<file path="src/rtl/fetch_queue.sv">
// rtl/fetch_queue.sv - Wishbone instruction prefetch queue feeding a dual-issue buffer.
// Optional FETCH_QUEUE_ERR_EN adds the sticky consume_err output.
module fetch_queue #(
    parameter int          DEPTH    = 8,
    parameter logic [31:0] RESET_PC = 32'h0000_0000
) (
    input  logic        clk,
    input  logic        n_rst,
    output logic        wb_cyc_o,
    output logic        wb_stb_o,
    output logic [31:0] wb_adr_o,
    input  logic [31:0] wb_dat_i,
    input  logic        wb_ack_i,
    output logic [31:0] instruction0,
    output logic [31:0] instruction1,
    output logic        valid0,
    output logic        valid1,
    output logic [31:0] pc0,
    input  logic [1:0]  consume,
    input  logic        redirect,
    input  logic [31:0] redirect_pc
`ifdef FETCH_QUEUE_ERR_EN
    ,
    output logic        consume_err
`endif
);

    localparam int PTR_W = $clog2(DEPTH);
    localparam int CNT_W = PTR_W + 1;

    typedef enum logic [1:0] {
        ST_IDLE  = 2'd0,
        ST_REQ   = 2'd1,
        ST_DRAIN = 2'd2
    } state_t;

    state_t             state_q, state_d;
    logic [31:0]        fetch_pc_q, fetch_pc_d;
    logic [31:0]        drain_adr_q, drain_adr_d;
    logic [PTR_W-1:0]   head_q, head_d;
    logic [PTR_W-1:0]   tail_q, tail_d;
    logic [CNT_W-1:0]   count_q, count_d;
    logic [31:0]        pc0_q, pc0_d;
    logic [31:0]        mem_q [DEPTH];
    logic [31:0]        mem_d [DEPTH];

    logic [31:0]        redirect_pc_al;
    logic [1:0]         cons_clip;
    logic [CNT_W-1:0]   cons_ext;
    logic [CNT_W-1:0]   eff_cons;
    logic               ack_take;
    logic [PTR_W-1:0]   head_next1;

    always_comb begin
        redirect_pc_al = redirect_pc & 32'hFFFF_FFFC;
        cons_clip      = (consume == 2'd3) ? 2'd2 : consume;
        cons_ext       = CNT_W'(cons_clip);
        // Only words already queued can retire; an arriving word waits a cycle.
        eff_cons       = (cons_ext > count_q) ? count_q : cons_ext;
        ack_take       = (state_q == ST_REQ) && wb_ack_i && !redirect;
        head_next1     = head_q + PTR_W'(1);
    end

    always_comb begin
        state_d     = state_q;
        fetch_pc_d  = fetch_pc_q;
        drain_adr_d = drain_adr_q;
        case (state_q)
            ST_IDLE: begin
                if (redirect) begin
                    state_d    = ST_REQ;
                    fetch_pc_d = redirect_pc_al;
                end else if (count_q < CNT_W'(DEPTH)) begin
                    state_d = ST_REQ;
                end
            end
            ST_REQ: begin
                if (redirect) begin
                    fetch_pc_d = redirect_pc_al;
                    if (wb_ack_i) begin
                        state_d = ST_IDLE;
                    end else begin
                        // Keep the bus address stable until the stale ack returns.
                        state_d     = ST_DRAIN;
                        drain_adr_d = fetch_pc_q;
                    end
                end else if (wb_ack_i) begin
                    state_d    = ST_IDLE;
                    fetch_pc_d = fetch_pc_q + 32'd4;
                end
            end
            ST_DRAIN: begin
                if (redirect) begin
                    fetch_pc_d = redirect_pc_al;
                end
                if (wb_ack_i) begin
                    state_d = ST_IDLE;
                end
            end
            default: begin
                state_d = ST_IDLE;
            end
        endcase
    end

    always_comb begin
        head_d  = head_q;
        tail_d  = tail_q;
        count_d = count_q;
        pc0_d   = pc0_q;
        mem_d   = mem_q;
        if (redirect) begin
            head_d  = '0;
            tail_d  = '0;
            count_d = '0;
            pc0_d   = redirect_pc_al;
        end else begin
            head_d  = head_q + PTR_W'(eff_cons);
            count_d = count_q + CNT_W'(ack_take) - eff_cons;
            pc0_d   = pc0_q + (32'(eff_cons) << 2);
            if (ack_take) begin
                mem_d[tail_q] = wb_dat_i;
                tail_d        = tail_q + PTR_W'(1);
            end
        end
    end

    always_ff @(posedge clk or negedge n_rst) begin
        if (!n_rst) begin
            state_q     <= ST_IDLE;
            fetch_pc_q  <= RESET_PC;
            drain_adr_q <= RESET_PC;
            head_q      <= '0;
            tail_q      <= '0;
            count_q     <= '0;
            pc0_q       <= RESET_PC;
            mem_q       <= '{default: '0};
        end else begin
            state_q     <= state_d;
            fetch_pc_q  <= fetch_pc_d;
            drain_adr_q <= drain_adr_d;
            head_q      <= head_d;
            tail_q      <= tail_d;
            count_q     <= count_d;
            pc0_q       <= pc0_d;
            mem_q       <= mem_d;
        end
    end

`ifdef FETCH_QUEUE_ERR_EN
    logic err_q, err_d;

    always_comb begin
        err_d = err_q;
        if ((consume == 2'd3) || (CNT_W'(consume) > count_q)) begin
            err_d = 1'b1;
        end
    end

    always_ff @(posedge clk or negedge n_rst) begin
        if (!n_rst) begin
            err_q <= 1'b0;
        end else begin
            err_q <= err_d;
        end
    end

    assign consume_err = err_q;
`endif

    assign wb_cyc_o     = (state_q != ST_IDLE);
    assign wb_stb_o     = (state_q != ST_IDLE);
    assign wb_adr_o     = (state_q == ST_DRAIN) ? drain_adr_q : fetch_pc_q;
    assign valid0       = (count_q != '0);
    assign valid1       = (count_q > CNT_W'(1));
    assign instruction0 = valid0 ? mem_q[head_q] : 32'd0;
    assign instruction1 = valid1 ? mem_q[head_next1] : 32'd0;
    assign pc0          = pc0_q;

endmodule

</file>
<file path="config.mk">
export PLATFORM = sky130hd
export DESIGN_NAME = fetch_queue
export DESIGN_NICKNAME = d
export VERILOG_FILES = /design/src/rtl/fetch_queue.sv
export SDC_FILE = /design/constraint.sdc
export NUM_CORES = 1
export LEC_CHECK = 0
export BUFFER_PORTS_ARGS = -buffer_cell sky130_fd_sc_hd__buf_4
export CAP_MARGIN = 20
export CORE_MARGIN = 2
export CORE_UTILIZATION = 35
export CTS_CLUSTER_DIAMETER = 120
export DETAILED_ROUTE_END_ITERATION = 10
export PLACE_DENSITY_LB_ADDON = 0.12
export SLEW_MARGIN = 20
export SYNTH_ARGS = -nofsm -noshare
export SYNTH_HDL_FRONTEND = slang
export SYNTH_SLANG_ARGS = --single-unit
</file>
<file path="constraint.sdc">
create_clock -name clk -period 6.4 [get_ports clk]
set_clock_uncertainty 0.2 [all_clocks]
set_input_delay 0.32 -clock clk [delete_from_list [all_inputs] [get_ports clk]]
set_output_delay 0.32 -clock clk [all_outputs]
set_load 0.02 [all_outputs]
</file>
==> impl_metrics.yaml, run 1 <==
cells_and_area:
  fin_nets: 1832
  synthToLayoutAreaGrowth_pct: 22.61
  n_antenna_cell: 0
  fillers: 5136
  instances_no_fill: 2523
  drive_gt1_frac: 0.4028
setup_path:
  cpLargestDelayFamily: "buffers and inverters"
  crit_buf_inv: 3
  crit_path_frequent_cell: "buf_4"
  endpoint_kind: "output pin"
  cp_cell_sequence: "buf_4, buf_4, mux4_2, nand2_1, a21oi_1, buf_4"
  r2r-start: "count_q[1]$_DFF_PN0_"
  worstReg2RegEnd: "pc0[30]$_DFF_PN0_"
  crit_path_end: "instruction1[25]"
  startpoint_type: "register"
  arrival_ns: 3.93
  max_stage_delay_ns: 0.90
  crit_path_max_fanout: 64
  cpMaxStageDelayCell: "buf_4"
  crit_required_ns: 5.88
  r2r.worst_path.cells: 14
  path_class: "register to output pin"
  cp.depth: 6
  regToRegSetupSlack_ns: 2.37
  crit_start: "head_q[0]$_DFF_PN0_"
sta:
  final_max_slew_viol_count: 0
  rsz0062_at_grt: "false"
  max_freq_mhz: 224.6
  setup_viol: 0
  fin_crit_sh: 0.6957
  hold_violations: 0
  setup_tns_ns: 0
  slew_headroom: 0.3058
  period_minus_slack_ns: 4.452
  worst_pin_slew_ns: 1.041
clock_network:
  cts.sinks: 358
  clock_latency_ns: 0.57
  cts_resized: 0
  cts_tree: "built"
  cts-root-buf: "clkbuf_16"
  clk_path_buf_depth: 3
  cts_setup_buffers: 0
  numCtsBuffers: 44
  path_clk_slew_ns: 0.06
  h-tree-depth: 2
synth:
  synth_ff_type: "dfrtp_1"
  synth_seq_area_share: 0.4617
  syn_inst: 1521
  synth_area_per_cell_sq_um: 12.76
  ys_ff_latch: 358
  yosys_warnings: 0
  synth_edf_count: 0
  synthArstFlopShare: 1.000
  netlist_area_sq_mm: 0.01940
  synth_cell_types: 55
  synth_top_area_share: 0.4617
  yosysTopAreaCell: "dfrtp_1"
  yosys-top-cells-area: "dfrtp_1, mux2_2, mux4_2"
placed_design:
  gp_congestion: 0.8071
  dpl.hpwl_mm: 34.24
  numPortBuffers: 195
  dp_cells: 2380
floorplanning:
  start_util: 0.3529
  fp.dieH_microns: 239.5
  num_io_pins: 202
  fp.dieW_microns: 239.5
  core_sq_mm: 0.05499
  die_area_sq_mm: 0.05734
  rows: 86
global_route:
  antenna_found_initial: 1
  grt_overflow_total: 0
  grt_pass1_vias: 13751
  globalRouteTotalUtil: 0.1963
  grt_max_degree: 138
  grt_pass1_wl_mm: 85.27
route:
  wl_per_cell_microns: 22.24
  vias_per_cell: 5.310
  firstDrtPassIters: 4
  post-route-drc-count: 0
  num_vias: 13397
  ant_nets: 0
  drt-total-wl_mm: 56.12
  drtIter0Drc: 787
power_and_ir_drop:
  internal_power_mw: 6.383
  p_sw_mw: 3.858
  combPwrFrac: 0.422
  p_leak_nw: 10.38
  ir_worst_vdd_v: 0.0003189
  swShare: 0.3768
  seqPwrFrac: 0.329
  clock_power_share: 0.250
  power-per-cell-area_mw_per_mm2: 430.5
run_status:
  outcome: "finished clean"
hold_path:
  min_from: "redirect"
  holdCritPathClass: "input pin to register"
job:
  maxCapViolations: 0
-- placed cells by master (no fill, tap or decap), types with 14 or more instances in the layout --
| cell | count |
|---|---|
| mux2_2 | 277 |
| buf_4 | 220 |
| dfrtp_1 | 355 |
| nor2_1 | 69 |
| mux4_2 | 128 |
| and3_1 | 14 |
| ha_1 | 16 |
| mux2i_1 | 35 |
| nor3_1 | 17 |
| nand3_1 | 25 |
| mux2_1 | 40 |
| xnor2_1 | 22 |
| clkbuf_16 | 46 |
| a21oi_1 | 74 |
| nand4_1 | 19 |
| o21ai_0 | 46 |
| nand2_1 | 131 |
| dlygate4sd3_1 | 64 |
| inv_1 | 23 |
-- cell usage after synthesis, types with 5 or more instances --
library cell	number
dfrtp_1	358
mux2_2	277
nand2_1	132
mux4_2	128
a21oi_1	76
nor2_1	69
clkbuf_1	64
o21ai_0	46
mux2_1	40
mux2i_1	35
nand3_1	26
inv_1	23
xnor2_1	23
buf_1	22
nand4_1	19
ha_1	17
nor3_1	17
and3_1	15
buf_2	15
buf_4	14
o22ai_1	12
xor2_1	10
a2bb2oi_1	8
nor2b_1	7
nor4_1	7
a21o_1	5
a31oi_1	5
and2_1	5
and4_1	5
-- what timing repair did --
| item | 4_1_cts | 5_1_grt |
|---|---|---|
| endpoints found under the setup margin | 0 | 0 |
| hold endpoints to repair | 406 | 0 |
| hold buffers | 64 | 0 |
-- metrics by stage --
step                worst slack [ns]  total power, mW  cell area [sq um]    util  hold slack [ns]
finish                         1.948            10.24              23790  0.4327          0.08977
floorplan                      2.927            6.117              19410       -          -0.1756
detailed placement             2.209            7.744              21660  0.3940           0.1969
global route                   1.659            10.85              23790  0.4327           0.1290
global placement               2.280            7.689              21660  0.3940           0.1948
CTS                            1.837            10.39              23780  0.4325          0.05884
-- sequential cells by signal, summed over array words and instances (netlist names) --
register,flops
head_q,3
mem_q,256
fetch_pc_q,30
pc0,30
drain_adr_q,30
tail_q,3
count_q,4
state_q,2
-- power groups by stage --
stage	Clock (mW)	Combinational, mW	Sequential [mW]
floorplan	0	2.96	3.16
global placement	0	4.32	3.37
detailed placement	0	4.34	3.40
CTS	2.64	4.39	3.36
global route	2.72	4.67	3.46
finish	2.56	4.32	3.37
-- area by class of cell --
cell class | instances | area [sq um] | area share
tap | 748 | 935.9 | 0.03934
clock inverter | 11 | 145.1 | 0.006100
inverter | 23 | 86.33 | 0.003629
multi-input combinational | 1028 | 9976 | 0.4193
sequential | 358 | 8967 | 0.3769
timing repair buffer | 287 | 2347 | 0.09866
clock buffer | 68 | 1334 | 0.05606
-- how the worst min path moves through the flow --
| stage | to | slack, ns | cells past startpoint |
|---|---|---|---|
| after floorplan | count_q[0]$_DFF_PN0_ | -0.18 | 0 |
| after global placement | mem_q[253]$_DFFE_PN0P_ | 0.19 | 1 |
| after detailed placement | mem_q[221]$_DFFE_PN0P_ | 0.20 | 1 |
| after CTS | count_q[2]$_DFF_PN0_ | 0.06 | 2 |
| after global routing | tail_q[2]$_DFFE_PN0P_ | 0.13 | 2 |
| final | tail_q[0]$_DFFE_PN0P_ | 0.09 | 2 |
-- routing by layer --
| metal | part of all wire | track usage |
|---|---|---|
| met3 | 0.042 | 0.03319 |
| met5 | 0.00023 | 0 |
| met4 | 0.018 | 0.05000 |
| met2 | 0.48 | 0.3203 |
| met1 | 0.46 | 0.2718 |
-- logic make-up after synthesis --
kind of cell	synth area share
buffers and inverters	0.03037
AO/OA/AOI/OAI	0.05197
flip-flops	0.4617
adder cells (fa/ha/maj)	0.01406
multiplexers	0.3506
XOR/XNOR	0.01490
AND/OR/NAND/NOR	0.07622
other	0.0001933
Note: power is estimated with default switching activity, not from simulation.
==> inputs of run 2 (changes only) <==
--- a/config.mk
+++ b/config.mk
@@ -5,6 +5,7 @@
 export SDC_FILE = /design/constraint.sdc
 export NUM_CORES = 1
 export LEC_CHECK = 0
+export ABC_AREA = 1
 export BUFFER_PORTS_ARGS = -buffer_cell sky130_fd_sc_hd__buf_4
 export CAP_MARGIN = 20
 export CORE_MARGIN = 2
==> constraint.sdc (replaced) <==
create_clock -name clk -period 4.1 [get_ports clk]
set_clock_uncertainty 0.2 [all_clocks]
set_input_delay 0.205 -clock clk [delete_from_list [all_inputs] [get_ports clk]]
set_output_delay 0.205 -clock clk [all_outputs]
set_load 0.02 [all_outputs]
==> run 2 against run 1 <==
Sequential share of layout area decreased by 1.4 points. Sequential power grew 49%. Critical path type is now register to register. Worst setup slack lost 1.7 ns. Global-route usage rose by 3.0 points. Largest cell class unchanged. Power grew 89%. Largest power group unchanged. Highest routed layer unchanged. Synthesized cell count grew 87%. Routed wire length increased by 22%. Clock power rose by 55%. Die area up 4.4%.
==> impl_metrics.yaml, run 2 <==
route:
  ant_nets: 0
  drtIter0Drc: 1602
  num_vias: 19957
  vias_per_cell: 5.219
  post-route-drc-count: 0
  drt-total-wl_mm: 68.55
  wl_per_cell_microns: 17.93
  firstDrtPassIters: 6
floorplanning:
  die_area_sq_mm: 0.05989
  fp.dieH_microns: 244.7
  num_io_pins: 202
  core_sq_mm: 0.05748
  start_util: 0.3529
  fp.dieW_microns: 244.7
  rows: 88
placed_design:
  dpl.hpwl_mm: 42.14
  place_area_sq_mm: 0.02227
  numPortBuffers: 195
  gp_congestion: 0.8931
  dp_slack_ns: 0.5865
cells_and_area:
  regArea_sq_mm: 0.008964
  layout_commonest_cell: "nand2_1"
  fin_nets: 3120
  largest_reg_flops: 256
  final_cell_mix: "nand2_1, o21ai_0, nor2_1"
  fin_area_sq_mm: 0.02472
  synthToLayoutAreaGrowth_pct: 21.89
  n_antenna_cell: 0
  drive_gt1_frac: 0.1082
  largest-register: "mem_q"
  fillers: 5878
  multiInputGateArea_sq_mm: 0.009923
  final_util: 0.4301
setup_path:
  cp_cell_sequence: "inv_1, ha_1, inv_1, nor2_1, o21ai_2, buf_4, nand2_1, o21ai_0, inv_1, fa_1, nor2_1, nor2_1, nor2_1, xnor2_1, o21ai_0, dlygate4sd3_1"
  arrival_ns: 4.10
  crit_path_frequent_cell: "nor2_1"
  startpoint_type: "register"
  crit_path_max_fanout: 7
  cpLargestDelayFamily: "buffers and inverters"
  path_class: "register to register"
  crit_buf_inv: 5
  max_stage_delay_ns: 0.58
  crit_required_ns: 4.35
  cpMaxStageDelayCell: "dlygate4sd3_1"
  endpoint_kind: "register"
global_route:
  grt_max_degree: 262
  globalRouteTotalUtil: 0.2260
  grt_pass1_wl_mm: 107.4
  grt_overflow_total: 0
  grt_pass1_vias: 19138
  antenna_found_initial: 2
synth:
  netlist_area_sq_mm: 0.02028
  yosysMostFrequentCell: "nand2_1"
  synth_area_per_cell_sq_um: 7.139
  synth_commonest_cells: "nand2_1, o21ai_0, nor2_1"
  synth_cell_types: 39
  yosys_warnings: 0
  synthArstFlopShare: 1.000
  syn_inst: 2841
  synth_edf_count: 0
  yosysTopAreaCell: "dfrtp_1"
  yosys-top-cells-area: "dfrtp_1, nand2_1, o21ai_0"
  ys_ff_latch: 358
  synth_top_area_share: 0.4417
  synth_seq_area_share: 0.4417
  synth_ff_type: "dfrtp_1"
power_and_ir_drop:
  finalPower_mw: 19.38
  combPwrFrac: 0.536
  p_sw_mw: 9.021
  clock_power_share: 0.205
  internal_power_mw: 10.36
  swShare: 0.4654
  seqPwrFrac: 0.259
  power-per-cell-area_mw_per_mm2: 784.2
  ir_worst_vdd_v: 0.0007197
  p_leak_nw: 11.51
job:
  maxCapViolations: 0
sta:
  hold_violations: 0
  fin_crit_sh: 0.9387
  max_freq_mhz: 259.8
  period_minus_slack_ns: 3.849
  holdWs_ns: 0.02352
  final_max_slew_viol_count: 0
  slew_headroom: 0.2597
  fin_ws_ns: 0.2514
  setup_viol: 0
  worst_pin_slew_ns: 1.109
clock_network:
  cts-root-buf: "clkbuf_16"
  clock_latency_ns: 0.57
  path_clk_slew_ns: 0.05
  cts.sinks: 358
  h-tree-depth: 2
  numCtsBuffers: 45
  clk_path_buf_depth: 3
  cts_tree: "built"
run_status:
  outcome: "finished clean"
hold_path:
  holdCritPathClass: "input pin to async pin"
## run 2: metrics by stage
stage	TNS (ns)	cells
3_3_place_gp	0	3651
4_1_cts	0	3822
6_report	0	3824
5_1_grt	-0.09889	3824
2_1_floorplan	0	2844
3_5_place_dp	0	3651
## run 2: what timing repair did
item / CTS / global route
endpoints found under the setup margin: 0 / 4
buffers inserted: 0 / 2
resized for setup: 0 / 3
hold buffers: 95 / 0
hold endpoints to repair: 421 / 0
## run 2: worst register-to-register path, delay by kind of cell (launching register included)
kind	cells	cell delay, ns
buffers and inverters	5	1.13
AO/OA/AOI/OAI	3	0.53
AND/OR/NAND/NOR	5	0.63
flip-flops	1	0.37
XOR/XNOR	1	0.15
adder cells (fa/ha/maj)	2	0.73
## run 2: cells by family after synthesis
group	share of synthesized area
AO/OA/AOI/OAI	0.2199
XOR/XNOR	0.005553
adder cells (fa/ha/maj)	0.01345
buffers and inverters	0.07212
flip-flops	0.4417
other	0.0001849
AND/OR/NAND/NOR	0.2470
## run 2: layer usage
layer,GRT usage,vias to the layer above,part of all wire
met5,0,-,0.00044
met4,0.08806,4,0.036
met3,0.02963,144,0.054
met2,0.3758,622,0.47
met1,0.2988,9457,0.44
li1,-,9730,-
## run 2: worst paths after layout
check | startpoint | to | slack (ns) | cells after the start
max | count_q[1]$_DFF_PN0_ | pc0[14]$_DFF_PN0_ | 0.25 | 16
min | n_rst | mem_q[199]$_DFFE_PN0P_ | 0.02 | 2
max in group asynchronous | n_rst | mem_q[90]$_DFFE_PN0P_ | 2.50 | 3
max reg2reg | count_q[1]$_DFF_PN0_ | pc0[14]$_DFF_PN0_ | 0.25 | 16
min in group clk | consume[0] | head_q[0]$_DFF_PN0_ | 0.13 | 6
min reg2reg | mem_q[229]$_DFFE_PN0P_ | mem_q[229]$_DFFE_PN0P_ | 0.28 | 2
## run 2: cell type report
cell class,instances,area share
clock buffers,65,0.05477
multi-input cells,2130,0.4014
well taps,765,0.03872
clock inverters,11,0.004505
repair buffers,327,0.1123
flip-flops and latches,358,0.3626
inverters,168,0.02571
## run 2: power groups by stage
| stage | registers, mW | logic [mW] | clock network [mW] |
|---|---|---|---|
| floorplan | 4.93 | 6.56 | 0 |
| global placement | 5.05 | 10.2 | 0 |
| detailed placement | 5.07 | 10.3 | 0 |
| CTS | 5.02 | 10.4 | 4.09 |
| global route | 5.15 | 11.5 | 4.22 |
| finish | 5.03 | 10.4 | 3.97 |
